`src/rtl/cache_refill_pkg.sv`:
```
// Shared types and helpers for the cache refill arbiter: FSM state encoding,
// owner encoding and the cache-line offset width.
package cache_refill_pkg;

   typedef enum logic [1:0] {
      ST_IDLE        = 2'd0,
      ST_CMD         = 2'd1,
      ST_READ_BURST  = 2'd2,
      ST_WRITE_BURST = 2'd3
   } state_t;

   localparam logic OWNER_I = 1'b0;
   localparam logic OWNER_D = 1'b1;

   // Number of byte-address bits covered by one cache line.
   function automatic int line_offset_width(input int burst_len, input int data_width);
      return $clog2(burst_len * data_width / 8);
   endfunction

endpackage

```
`src/rtl/cache_refill_arbiter_beat_counter.sv`:
```
// Beat counter for one line burst. Counts accepted beats and flags the final
// beat; the count is a power of two so it wraps to zero on that final beat.
module refill_beat_counter #(
   parameter int BEAT_CNT_WIDTH = 3
) (
   input  logic clk,
   input  logic rst_n,
   input  logic clear,
   input  logic inc,
   output logic last
);

   logic [BEAT_CNT_WIDTH-1:0] count;

   // Beat count register: cleared between bursts, advanced per accepted beat.
   always_ff @(posedge clk or negedge rst_n) begin
      if (!rst_n) begin
         count <= '0;
      end else if (clear) begin
         count <= '0;
      end else if (inc) begin
         count <= count + BEAT_CNT_WIDTH'(1);
      end
   end

   assign last = &count;

endmodule

```
`src/rtl/cache_refill_arbiter.sv`:
```
// Cache refill arbiter: shares the single main-memory burst port between
// I-cache line refills and D-cache line refills / write-backs.
// Build option: define CACHE_REFILL_DPRIO_EN for fixed D-cache priority on
// ties; otherwise ties are resolved round-robin.
//
// Handshakes: a request is granted in IDLE by a one-cycle *_REQ_READY pulse
// while its *_REQ_VALID is high; the requester drops VALID after that pulse.
// MEM_REQ_VALID stays high with stable command until MEM_REQ_READY; a write
// beat transfers in every cycle where MEM_WDATA_VALID and MEM_WDATA_READY are
// both high (reported as D_WDATA_ACK). Read beats have no back-pressure.
module cache_refill_arbiter
   import cache_refill_pkg::*;
#(
   parameter int ADDRESS_WIDTH  = 32,
   parameter int DATA_WIDTH     = 32,
   parameter int BURST_LEN      = 8,
   parameter int BEAT_CNT_WIDTH = 3
) (
   input  logic                     CLK,
   input  logic                     RST_N,
   input  logic                     I_REQ_VALID,
   input  logic [ADDRESS_WIDTH-1:0] I_REQ_ADDRESS,
   output logic                     I_REQ_READY,
   output logic                     I_RDATA_VALID,
   output logic                     I_RDATA_LAST,
   input  logic                     D_REQ_VALID,
   input  logic                     D_REQ_WRITE,
   input  logic [ADDRESS_WIDTH-1:0] D_REQ_ADDRESS,
   output logic                     D_REQ_READY,
   input  logic [DATA_WIDTH-1:0]    D_WDATA,
   output logic                     D_WDATA_ACK,
   output logic                     D_RDATA_VALID,
   output logic                     D_RDATA_LAST,
   output logic [DATA_WIDTH-1:0]    RDATA,
   output logic                     MEM_REQ_VALID,
   input  logic                     MEM_REQ_READY,
   output logic                     MEM_REQ_WRITE,
   output logic [ADDRESS_WIDTH-1:0] MEM_REQ_ADDRESS,
   output logic [DATA_WIDTH-1:0]    MEM_WDATA,
   output logic                     MEM_WDATA_VALID,
   input  logic                     MEM_WDATA_READY,
   input  logic [DATA_WIDTH-1:0]    MEM_RDATA,
   input  logic                     MEM_RDATA_VALID,
   output logic                     BUSY,
   output logic                     GRANT_OWNER,
   output state_t                   STATE_DEBUG
);

   localparam int OFFSET_WIDTH = line_offset_width(BURST_LEN, DATA_WIDTH);
   localparam logic [ADDRESS_WIDTH-1:0] OFFSET_MASK =
      ADDRESS_WIDTH'((64'd1 << OFFSET_WIDTH) - 64'd1);

   state_t                   state, state_next;
   logic                     owner_q, write_q;
   logic [ADDRESS_WIDTH-1:0] addr_q;
   logic                     grant_valid, grant_d, tie_pick_d;
   logic                     beat_clear, beat_inc, beat_last;
   logic                     i_ready_c, d_ready_c, mem_req_valid_c, mem_wdata_valid_c;
   logic                     read_beat, write_ack;
   logic [DATA_WIDTH-1:0]    rdata_q;
   logic                     i_rvalid_q, i_rlast_q, d_rvalid_q, d_rlast_q;

`ifdef CACHE_REFILL_DPRIO_EN
   assign tie_pick_d = 1'b1;
`else
   logic last_owner_q;
   assign tie_pick_d = (last_owner_q == OWNER_I);
`endif

   assign grant_valid = I_REQ_VALID | D_REQ_VALID;
   assign grant_d     = D_REQ_VALID & (~I_REQ_VALID | tie_pick_d);

   // Next-state and per-state strobes; arbitration happens only in IDLE.
   always_comb begin
      state_next        = state;
      i_ready_c         = 1'b0;
      d_ready_c         = 1'b0;
      mem_req_valid_c   = 1'b0;
      mem_wdata_valid_c = 1'b0;
      beat_clear        = 1'b0;
      beat_inc          = 1'b0;
      case (state)
         ST_IDLE: begin
            beat_clear = 1'b1;
            if (grant_valid) begin
               i_ready_c  = ~grant_d;
               d_ready_c  = grant_d;
               state_next = ST_CMD;
            end
         end
         ST_CMD: begin
            mem_req_valid_c = 1'b1;
            if (MEM_REQ_READY) state_next = write_q ? ST_WRITE_BURST : ST_READ_BURST;
         end
         ST_READ_BURST: begin
            if (MEM_RDATA_VALID) begin
               beat_inc = 1'b1;
               if (beat_last) state_next = ST_IDLE;
            end
         end
         ST_WRITE_BURST: begin
            mem_wdata_valid_c = 1'b1;
            if (MEM_WDATA_READY) begin
               beat_inc = 1'b1;
               if (beat_last) state_next = ST_IDLE;
            end
         end
         default: state_next = ST_IDLE;
      endcase
   end

   // FSM state register.
   always_ff @(posedge CLK or negedge RST_N) begin
      if (!RST_N) state <= ST_IDLE;
      else        state <= state_next;
   end

   // Latch the winning request's owner, direction and line-aligned address.
   always_ff @(posedge CLK or negedge RST_N) begin
      if (!RST_N) begin
         owner_q <= OWNER_I;
         write_q <= 1'b0;
         addr_q  <= '0;
      end else if (state == ST_IDLE && grant_valid) begin
         owner_q <= grant_d;
         write_q <= grant_d & D_REQ_WRITE;
         addr_q  <= (grant_d ? D_REQ_ADDRESS : I_REQ_ADDRESS) & ~OFFSET_MASK;
      end
   end

`ifndef CACHE_REFILL_DPRIO_EN
   // Round-robin history, moved only when both caches contend.
   always_ff @(posedge CLK or negedge RST_N) begin
      if (!RST_N) last_owner_q <= OWNER_D;
      else if (state == ST_IDLE && I_REQ_VALID && D_REQ_VALID) last_owner_q <= grant_d;
   end
`endif

   assign read_beat = (state == ST_READ_BURST) & MEM_RDATA_VALID;
   assign write_ack = mem_wdata_valid_c & MEM_WDATA_READY;

   // Register each read beat and steer its valid/last strobes to the owner.
   always_ff @(posedge CLK or negedge RST_N) begin
      if (!RST_N) begin
         rdata_q    <= '0;
         i_rvalid_q <= 1'b0;
         i_rlast_q  <= 1'b0;
         d_rvalid_q <= 1'b0;
         d_rlast_q  <= 1'b0;
      end else begin
         i_rvalid_q <= read_beat & (owner_q == OWNER_I);
         i_rlast_q  <= read_beat & (owner_q == OWNER_I) & beat_last;
         d_rvalid_q <= read_beat & (owner_q == OWNER_D);
         d_rlast_q  <= read_beat & (owner_q == OWNER_D) & beat_last;
         if (read_beat) rdata_q <= MEM_RDATA;
      end
   end

   refill_beat_counter #(
      .BEAT_CNT_WIDTH (BEAT_CNT_WIDTH)
   ) u_beat_counter (
      .clk   (CLK),
      .rst_n (RST_N),
      .clear (beat_clear),
      .inc   (beat_inc),
      .last  (beat_last)
   );

   assign I_REQ_READY     = i_ready_c;
   assign D_REQ_READY     = d_ready_c;
   assign I_RDATA_VALID   = i_rvalid_q;
   assign I_RDATA_LAST    = i_rlast_q;
   assign D_RDATA_VALID   = d_rvalid_q;
   assign D_RDATA_LAST    = d_rlast_q | (write_ack & beat_last);
   assign D_WDATA_ACK     = write_ack;
   assign RDATA           = rdata_q;
   assign MEM_REQ_VALID   = mem_req_valid_c;
   assign MEM_REQ_WRITE   = mem_req_valid_c & write_q;
   assign MEM_REQ_ADDRESS = mem_req_valid_c ? addr_q : '0;
   assign MEM_WDATA       = D_WDATA;
   assign MEM_WDATA_VALID = mem_wdata_valid_c;
   assign BUSY            = (state != ST_IDLE);
   assign GRANT_OWNER     = BUSY & owner_q;
   assign STATE_DEBUG     = state;

endmodule

```
`config.mk`:
```
export PLATFORM = sky130hd
export DESIGN_NAME = cache_refill_arbiter
export DESIGN_NICKNAME = d
export VERILOG_FILES = /design/src/rtl/cache_refill_pkg.sv /design/src/rtl/cache_refill_arbiter_beat_counter.sv /design/src/rtl/cache_refill_arbiter.sv
export SDC_FILE = /design/constraint.sdc
export NUM_CORES = 1
export LEC_CHECK = 0
export CORE_AREA = 3 3 94 96
export CTS_CLUSTER_SIZE = 28
export DETAILED_ROUTE_END_ITERATION = 10
export DIE_AREA = 0 0 97 99
export DONT_BUFFER_PORTS = 1
export GPL_ROUTABILITY_DRIVEN = 0
export SYNTH_ARGS = -nofsm -noshare
export SYNTH_HDL_FRONTEND = slang
export SYNTH_SLANG_ARGS = --single-unit
export TNS_END_PERCENT = 10
```
`constraint.sdc`:
```
create_clock -name CLK -period 2.02 [get_ports CLK]
set_input_delay 0.303 -clock CLK [delete_from_list [all_inputs] [get_ports CLK]]
set_output_delay 0.303 -clock CLK [all_outputs]
set_load 0.01 [all_outputs]
```
* After elaboration in Yosys (flattened, before gate mapping)
Cells that the tools add are included.
** Word-level totals
- Register bits after elaboration :: 71
- Output and inout bits :: 110
- Bits of input ports :: 136
- Logic and storage cells :: 66
** Operators by class
- Add/subtract/negate cells :: 1
- Equal/unequal tests :: 7
- Mux-type cells :: 21
- Bitwise logic cells :: 18
- Reductions and logical operators :: 8
** Operators with widths (number)
- $mux 32 :: 2
- $and 1x1->1 :: 11
- $mux 1 :: 10
- $mux 2 :: 5
- $ne 2x2->1 const B :: 4
- $pmux 2 s4 :: 1
- $mux 3 :: 2
- $eq 2x2->1 const B :: 2
- $not 1->1 :: 4
- $reduce_and 4->1 :: 1
- $reduce_bool 2->1 :: 2
- $add 3x1->3 const B :: 1
- $logic_and 1x1->1 :: 3
- $or 1x1->1 :: 3
- $reduce_and 3->1 :: 1
- $eq 2x1->1 const B :: 1
- $logic_not 2->1 :: 1
- $pmux 1 s2 :: 1

* Longest topological paths before layout
- Depth after elaboration :: 6
- Depth in mapped cells :: 5
- Gate-level depth less buffers :: 5

* Modules after synthesis
Synthesis repeated with hierarchy kept, for this count alone.
** Second synthesis, totals
- Cells, all modules :: 281
- Area, all modules :: 3460.8 um^2
** Modules (own cells, without submodules)
- cache_refill_arbiter :: cells each 270, area an instance 3320.7 um^2, seq. area each 1702.9 um^2, instances 1
- refill_beat_counter :: cells each 11, area an instance 140.1 um^2, seq. area each 75.1 um^2, instances 1

* Worst setup path after synthesis
Ideal clock, no wire load.
- Path kind :: register to output
- Start :: reg state[0] (netlist: STATE_DEBUG[0])
- End :: out MEM_REQ_ADDRESS[20]
- Cell stages (with the launch flop) :: 6
- Data required time :: 1717 ps
- Arrival :: 1315 ps
- Slack :: 402 ps
- Path buffers :: 3
- Path through :: dfrtp_1 buf_2 nor2b_1 buf_2 clkbuf_1 and2_1
** On the way
- Longest elaborated chain between the ends :: 3
** RTL lines
- start, declared :: line cache_refill_arbiter.sv:53 : state_t state, state_next;
- start signal, assigned :: line cache_refill_arbiter.sv:115 : else state <= state_next;
- $eq 2x1->1 :: line cache_refill_arbiter.sv:82 : case (state)
- $mux 1 :: line cache_refill_arbiter.sv:82
- $mux 32 :: line cache_refill_arbiter.sv:179 : assign MEM_REQ_ADDRESS = mem_req_valid_c ? addr_q : '0;
- end, declared :: line cache_refill_arbiter.sv:38 : output logic [ADDRESS_WIDTH-1:0] MEM_REQ_ADDRESS,
Every way passes these cells.

* Worst setup path after layout
- Start :: reg state[0] (netlist: STATE_DEBUG[0])
- End :: out MEM_REQ_ADDRESS[9]
Same word-level chain as after synthesis.

==> flow_metrics.py <==
metrics = {
    "sta": {
        "slew_viol_final": 0,
        "fin_crit_sh_pct": 91.87,
        "finalHoldViolations": 0,
        "worst_hold_slack_ns": 0.08513,
        "setup_violations": 0,
        "fin_skew_ns": 0.01239,
        "worst_slack_ns": 0.1642,
        "tightest_slew_ns": 1.222,
        "layout_min_cycle_time_ns": 1.856,
        "slew_headroom_pct": 18.47,
        "fmax_ghz": 0.5389,
        "setup-tns-final_ns": 0,
        "rsz0062_at_grt": "no",
    },
    "synth": {
        "synthTopCellsByCount": "70 x dfrtp_1, 38 x buf_4, 29 x and2_1",
        "synth.most_common_cell": "dfrtp_1",
        "seq_area_frac_synth_pct": 49.34,
        "ys_warn_count": 0,
        "yosys-top-cells-area": "dfrtp_1 49%, mux2_4 11%, buf_4 7.9%",
        "synth_edf_count": 0,
        "async_flop_share_pct": 100.0,
        "synth-main-ff-cell": "dfrtp_1",
        "yosysTopAreaCellShare_pct": 48.61,
        "syn_area_um2": 3603,
        "synthCells": 289,
        "synth_seq_cells": 71,
        "yosys.area.top_type": "dfrtp_1",
        "avgSynthCellArea_um2": 12.47,
        "synth.distinct_cells": 33,
    },
    "routing": {
        "drt_iter0_markers": 104,
        "drt-wirelength-per-cell_um": 22.13,
        "via_per_inst": 5.770,
        "remaining_drc_errors": 0,
        "vias": 2129,
        "ant_nets": 0,
        "wl_um": 8165,
        "dr.pass1.iters": 6,
    },
    "cts": {
        "cts_setup_buffers": 0,
        "clk_pin_slew_ns": 0.08,
        "clk_latency_ns": 0.34,
        "cts_root_buf": "clkbuf_8",
        "tritoncts": "done",
        "clock-sinks": 71,
        "h-tree-depth": 3,
        "cts_buffers": 9,
        "cts_max_path_buffers": 2,
    },
    "setup_path": {
        "path_class": "reg2out",
        "cp.arrival_ns": 1.55,
        "endpoint_kind": "primary output",
        "crit_required_ns": 1.72,
        "startpoint_type": "register",
        "crit_fanout": 29,
        "reg2reg_slack_ns": 0.38,
    },
    "placed_design": {
        "hpwl_um": 5625,
        "place_ws_ns": 0.3864,
        "placedCellCount": 351,
        "postPlaceCellArea_um2": 3407,
        "io_buffers": 0,
    },
    "power_and_ir_drop": {
        "power_density_nw_per_um2": 1595,
        "p_leak_nw": 1.699,
        "ir_drop_v": 0.0006540,
    },
    "layout": {
        "num_antenna_cells": 0,
        "drive_gt1_share_pct": 25.00,
        "area_growth_pct": 1.458,
        "fin_area_um2": 3656,
        "fin_nets": 397,
        "finalNonFillerCells": 369,
    },
    "global_routing": {
        "grt_overflow": 0,
        "antenna_found_initial": 0,
        "grt_pass1_wl_um": 12770,
        "grt.total_usage_pct": 16.89,
        "grt_pass1_vias": 2257,
        "grt_max_degree": 72,
    },
    "die": {
        "die_h_um": 99,
        "die_w_um": 97,
        "dieArea_um2": 9603,
        "ios": 246,
        "initial_core_util_pct": 44.30,
        "core_area_um2": 8134,
        "std_cell_rows": 33,
    },
    "job": {
        "maxCapViolCount": 0,
    },
    "status": {
        "outcome": "finished clean",
    },
    "worst_hold_path": {
        "min_path_type": "in2reg",
    },
}
-- cell usage in the layout, fill, tap and decap left out, types with 3 or more instances in the layout --
cell	Yosys	layout
and3_1	4	4
nor2_1	5	4
a221o_1	27	27
dfrtp_1	70	69
nand2b_1	3	3
mux2_4	26	26
conb_1	1	5
a21o_1	3	3
o21a_1	27	27
nand3_1	4	4
mux2_2	8	8
nand2_1	5	5
o21ai_0	3	3
and2_1	29	29
clkbuf_8	0	13
buf_4	38	6
-- registers in the layout, summed over array words and instances (netlist names) --
register and flops:
u_beat_counter.count 3, owner_q 1, d_rlast_q 1, D_RDATA_VALID 1
RDATA 32, I_RDATA_LAST 1, I_RDATA_VALID 1, addr_q 27
write_q 1, STATE_DEBUG 2, last_owner_q 1
-- metrics by stage --
stage / power, mW / utilization (%)
2_1_floorplan: 4.388 / -
3_3_place_gp: 4.638 / 41.89
3_5_place_dp: 4.712 / 41.89
4_1_cts: 5.908 / 44.89
5_1_grt: 6.233 / 44.95
6_report: 5.832 / 44.95
-- path summary, 6_finish.rpt --
check,from,to,cells past startpoint
max reg2reg,STATE_DEBUG[0]$_DFFE_PN0P_,addr_q[22]$_DFFE_PN0P_,4
max,STATE_DEBUG[0]$_DFFE_PN0P_,MEM_REQ_ADDRESS[9],4
min reg2reg,owner_q$_DFFE_PN0P_,I_RDATA_VALID$_DFF_PN0_,1
min,MEM_WDATA_READY,u_beat_counter.count[1]$_DFFE_PN0P_,2
max in group asynchronous,RST_N,STATE_DEBUG[0]$_DFFE_PN0P_,2
min in group asynchronous,RST_N,addr_q[25]$_DFFE_PN0P_,2
-- metal layers --
layer,wire [um],up-vias,track usage (%)
met3,684,27,6.653
met2,4114,110,27.55
li1,-,929,-
met5,0,-,0
met1,3209,1063,20.04
met4,156,0,6.911
-- worst max-delay path: stages (launching register included) --
cell and delay, ns:
dfrtp_2 0.41, buf_4 0.19, nor2b_2 0.18, buf_8 0.19
and2_1 0.22
-- timing repair --
action / 4_1_cts / 5_1_grt
hold buffers: 2 / 0
setup endpoints to repair: 1 / 4
pin swaps: 0 / 0
resized for setup: 1 / 2
hold endpoints to repair: 71 / 0
-- where the power goes --
| group | switching (mW) | internal (mW) |
|---|---|---|
| Clock | 0.532 | 0.585 |
| Sequential | 0.616 | 2.11 |
| Combinational | 0.844 | 1.15 |
-- cell families (layout without fill, tap and decap cells) --
family                   count (synthesis)  count (layout)  synth area share [%]
adder cells (fa/ha/maj)                  2               2                0.6943
multiplexers                            34              34                 13.33
AND/OR/NAND/NOR                         57              57                 9.375
XOR/XNOR                                 2               2                0.4862
other                                    1               5                0.1041
flip-flops                              71              71                 49.34
buffers and inverters                   57              28                 11.42
AO/OA/AOI/OAI                           65              65                 15.24
-- final cells by class --
cell class	instances	area (um^2)
clock buffer	13	178.9
clock inverter	3	23.77
fill	755	4478
inverter	3	11.26
multi-input combinational	165	1434
sequential	71	1779
tap	105	131.4
timing repair buffer	9	97.59
Power figures use the tool's default switching activity.
